==> src/rtl/param_updown_counter.sv <==
// rtl/param_updown_counter.sv - parameterised up/down counter with load, terminal count and wrap/saturate pulse
module param_updown_counter #(
  parameter int unsigned      WIDTH     = 4,
  parameter logic [WIDTH-1:0] MAX_COUNT = {WIDTH{1'b1}},
  parameter bit               SATURATE  = 1'b0
) (
  input  logic             clk,
  input  logic             reset_n,
  input  logic             en,
  input  logic             up,
  input  logic             load,
  input  logic [WIDTH-1:0] load_val,
  output logic [WIDTH-1:0] q,
  output logic             tc,
  output logic             ovf
);

  localparam logic [WIDTH-1:0] ONE = {{(WIDTH-1){1'b0}}, 1'b1};

  logic             at_top;
  logic             at_bottom;
  logic [WIDTH-1:0] load_clamped;
  logic [WIDTH-1:0] q_next;

  assign at_top    = (q == MAX_COUNT);
  assign at_bottom = (q == '0);

  // Terminal count: the step about to be taken would leave the 0..MAX_COUNT range.
  assign tc = en & ((up & at_top) | (~up & at_bottom));

  // Out-of-range load values are pinned to the top of the range so q never exceeds MAX_COUNT.
  assign load_clamped = (load_val > MAX_COUNT) ? MAX_COUNT : load_val;

  // Next-count selection: load beats enable; at a range end either wrap or hold.
  always_comb begin
    q_next = q;
    if (load) begin
      q_next = load_clamped;
    end else if (en) begin
      if (up) begin
        if (at_top) begin
          q_next = SATURATE ? MAX_COUNT : '0;
        end else begin
          q_next = q + ONE;
        end
      end else begin
        if (at_bottom) begin
          q_next = SATURATE ? '0 : MAX_COUNT;
        end else begin
          q_next = q - ONE;
        end
      end
    end
  end

  // Count register and event pulse; a load or reset on a terminal edge suppresses the pulse.
  always_ff @(posedge clk) begin
    if (!reset_n) begin
      q   <= '0;
      ovf <= 1'b0;
    end else begin
      q   <= q_next;
      ovf <= tc & ~load;
    end
  end

endmodule

==> config.mk <==
export PLATFORM = sky130hd
export DESIGN_NAME = param_updown_counter
export DESIGN_NICKNAME = d
export VERILOG_FILES = /design/src/rtl/param_updown_counter.sv
export SDC_FILE = /design/constraint.sdc
export NUM_CORES = 1
export LEC_CHECK = 0
export ABC_CLOCK_PERIOD_IN_PS = 1500
export BUFFER_PORTS_ARGS = -buffer_cell sky130_fd_sc_hd__buf_4
export CAP_MARGIN = 20
export CORE_AREA = 4 4 41 43
export DETAILED_ROUTE_END_ITERATION = 12
export DIE_AREA = 0 0 45 47
export MAX_ROUTING_LAYER = met4
export PLACE_DENSITY = 0.48
export SLEW_MARGIN = 5
export SYNTH_ARGS = -nofsm -noshare
export SYNTH_HDL_FRONTEND = slang
export SYNTH_SLANG_ARGS = --single-unit
==> constraint.sdc <==
create_clock -name clk -period 1.5 [get_ports clk]
set_input_delay 0.15 -clock clk [delete_from_list [all_inputs] [get_ports clk]]
set_output_delay 0.15 -clock clk [all_outputs]
set_load 0.02 [all_outputs]
==> impl_metrics.ini <==
[status]
status = finished clean

[pwr]
p_per_area_mw_per_mm2 = 751
ir_drop_v = 0.000566
p_leak_nw = 0.305

[global_route]
first_global_vias = 408
antenna_found_initial = 0
overflow = 0
grt_max_degree = 10
gr-usage-all-layers_pct = 11.0
grt_pass1_wl_um = 1670

[sta]
drv_slew = 0
fmax_mhz = 687
post-route-period-util_pct = 97.0
relSlewSlack_pct = 82.6
final-setup-viol-count = 0
hold_violations = 0
grt_setup_unrepaired = true
fin_skew_ps = 2.89
fin_crit_ps = 1460
hold_slack_ps = 156
worstMarginPinSlew_ps = 259

[synth]
synthXorXnorAreaFrac_pct = 7.37
yosysUniqueCellTypes = 24
yosysSeqAreaShare_pct = 28.1
synthesis.nets = 54
synth_compound_area_share_pct = 25.6
ys_ff_latch = 5
synth_area_sq_um = 357
synth_area_per_cell_sq_um = 8.29
synth_mux_area_share_pct = 2.81
synthAdderAreaFrac_pct = 7.02
synth_top_family_by_area = compound AO/OA/AOI/OAI gates
ys_warn_count = 0
synth_simple_gate_area_share_pct = 23.9
postSynthCellCount = 43

[job]
drv_cap = 0

[routing]
firstDrtPassIters = 4
via_per_inst = 4.53
wl_um = 1000
detail-route-antenna-nets = 0
drt_iter0_markers = 1
wl_per_cell_um = 11.5
vias = 394
drc_errors = 0

[setup_path]
rrSetupSlack_ps = 40
r2r_end = q[3]
crit_required_ps = 1620
cp-start-kind = flip-flop
cp.arrival_ps = 1570
crit_type = flip-flop to flip-flop
cp_max_fo = 4
r2r_cells = 5
cp-end-kind = flip-flop
crit-reg2reg-launch = q[1]

[final_layout]
antenna_cells = 0
area_growth_pct = 88.1
drive_above_1_share_pct = 59.7
fin_nets = 84
final_cells = 87
final_common_cell = buf_4
final_area_sq_um = 671

[hold_path]
hold_path.startpoint = load
holdPathStages = 2
hold_end = ovf
hp-class = input port to flip-flop

[clock_network]
cts_max_level = 1
root_buffer = clkbuf_4
clkTransAtPathRegs_ps = 50
numCtsBuffers = 3
cts_buffer_depth = 2
clk_latency_ps = 230
cts_tree = yes
cts.sinks = 5

[floorplan]
rows = 13
die_h_um = 47
boundaryPins = 15
die_area_sq_mm = 0.00212
start_util_pct = 27.4
die_width_um = 45
core-area_sq_mm = 0.00130

[placed_design]
place_area_sq_um = 518
dp_hpwl_um = 670
place.gp.congestion = 0.647
placed_cells = 76
portBuffers = 14
[critical path, stage by stage (launching register included)]
cell and delay [ps]:
dfxtp_4 360, buf_4 130, or4b_1 500, o311a_1 150, o221ai_2 130, a21boi_1 80
[synthesized netlist by cell type]
cell	number	share of area, %
nor3_1	1	1.4
nor3b_1	1	2.1
o221ai_1	1	2.5
nor2b_1	2	3.5
nor4bb_1	1	2.8
or4b_1	1	2.8
dfxtp_1	5	28
a21o_2	1	2.5
inv_1	3	3.2
o31ai_1	1	2.1
xnor2_1	3	7.4
clkbuf_1	2	2.1
a21boi_1	2	4.2
a41oi_1	1	2.5
and2_1	2	3.5
o21ai_0	3	4.2
nand2_1	3	3.2
ha_1	2	7.0
nor2_1	1	1.1
nand2b_1	2	3.5
a21oi_1	2	2.8
mux2i_1	1	2.8
a21boi_0	1	2.1
o311a_1	1	2.8
[where the power goes]
group | internal, W | total [W] | switching (W)
logic | 0.000112 | 0.000198 | 0.0000856
clock network | 0.000100 | 0.000153 | 0.0000527
registers | 0.000143 | 0.000153 | 0.00000959
[metrics by stage]
step / power [W] / TNS [ps] / util [%] / setup WS, ps
finish: 0.000504 / 0 / 51.5 / 44.9
global route: 0.000545 / -84.0 / 51.5 / -72.1
CTS: 0.000497 / -17.0 / 48.9 / -17.0
detailed placement: 0.000298 / 0 / 39.8 / 53.5
global placement: 0.000300 / 0 / 39.8 / 56.0
floorplan: 0.000231 / 0 / - / 15.1
[sequential cells by signal, summed over array words and instances, names as in the netlist]
signal / flops
ovf: 1
q: 4
[layout make-up]
class | instances | area (sq um)
inverter | 3 | 13.8
fill | 138 | 631
timing repair buffer | 27 | 203
sequential | 5 | 105
tap | 15 | 18.8
multi-input combinational | 33 | 304
clock buffer | 4 | 26.3
[worst max path at each step]
stage | startpoint | to | slack [ps] | cells past startpoint
after floorplan | q[0] | q[3] | 20 | 5
after global routing | q[0] | tc | -70 | 7
after global placement | q[0] | q[3] | 60 | 6
after detailed placement | q[1] | tc | 50 | 7
final | q[1] | q[3] | 40 | 5
after CTS | q[1] | tc | -20 | 7
[cell families after synthesis]
logic type	after synthesis
xor gates and xnor gates	3
AOI/OAI and AO/OA	13
and+or+nand+nor	14
buffers and inverters	5
muxes	1
adders and majority gates	2
DFF	5
[routing by layer]
metal  GRT usage (%)  up-vias  share of wire [%]
li1                -      209                  -
met1            11.8      179                 42
met2            19.2        6                 55
met4            7.02        0                  0
met3            1.15        0                3.1
met5               -        -                  0
[what timing repair did]
action / in CTS / in global routing
hold buffers: 0 / 0
gates resized for setup: 11 / 7
endpoints found under the setup margin: 1 / 4
buffers inserted: 7 / 0
pin swaps: 3 / 4
gates cloned: 0 / 0
(Power assumes the default switching activity.)
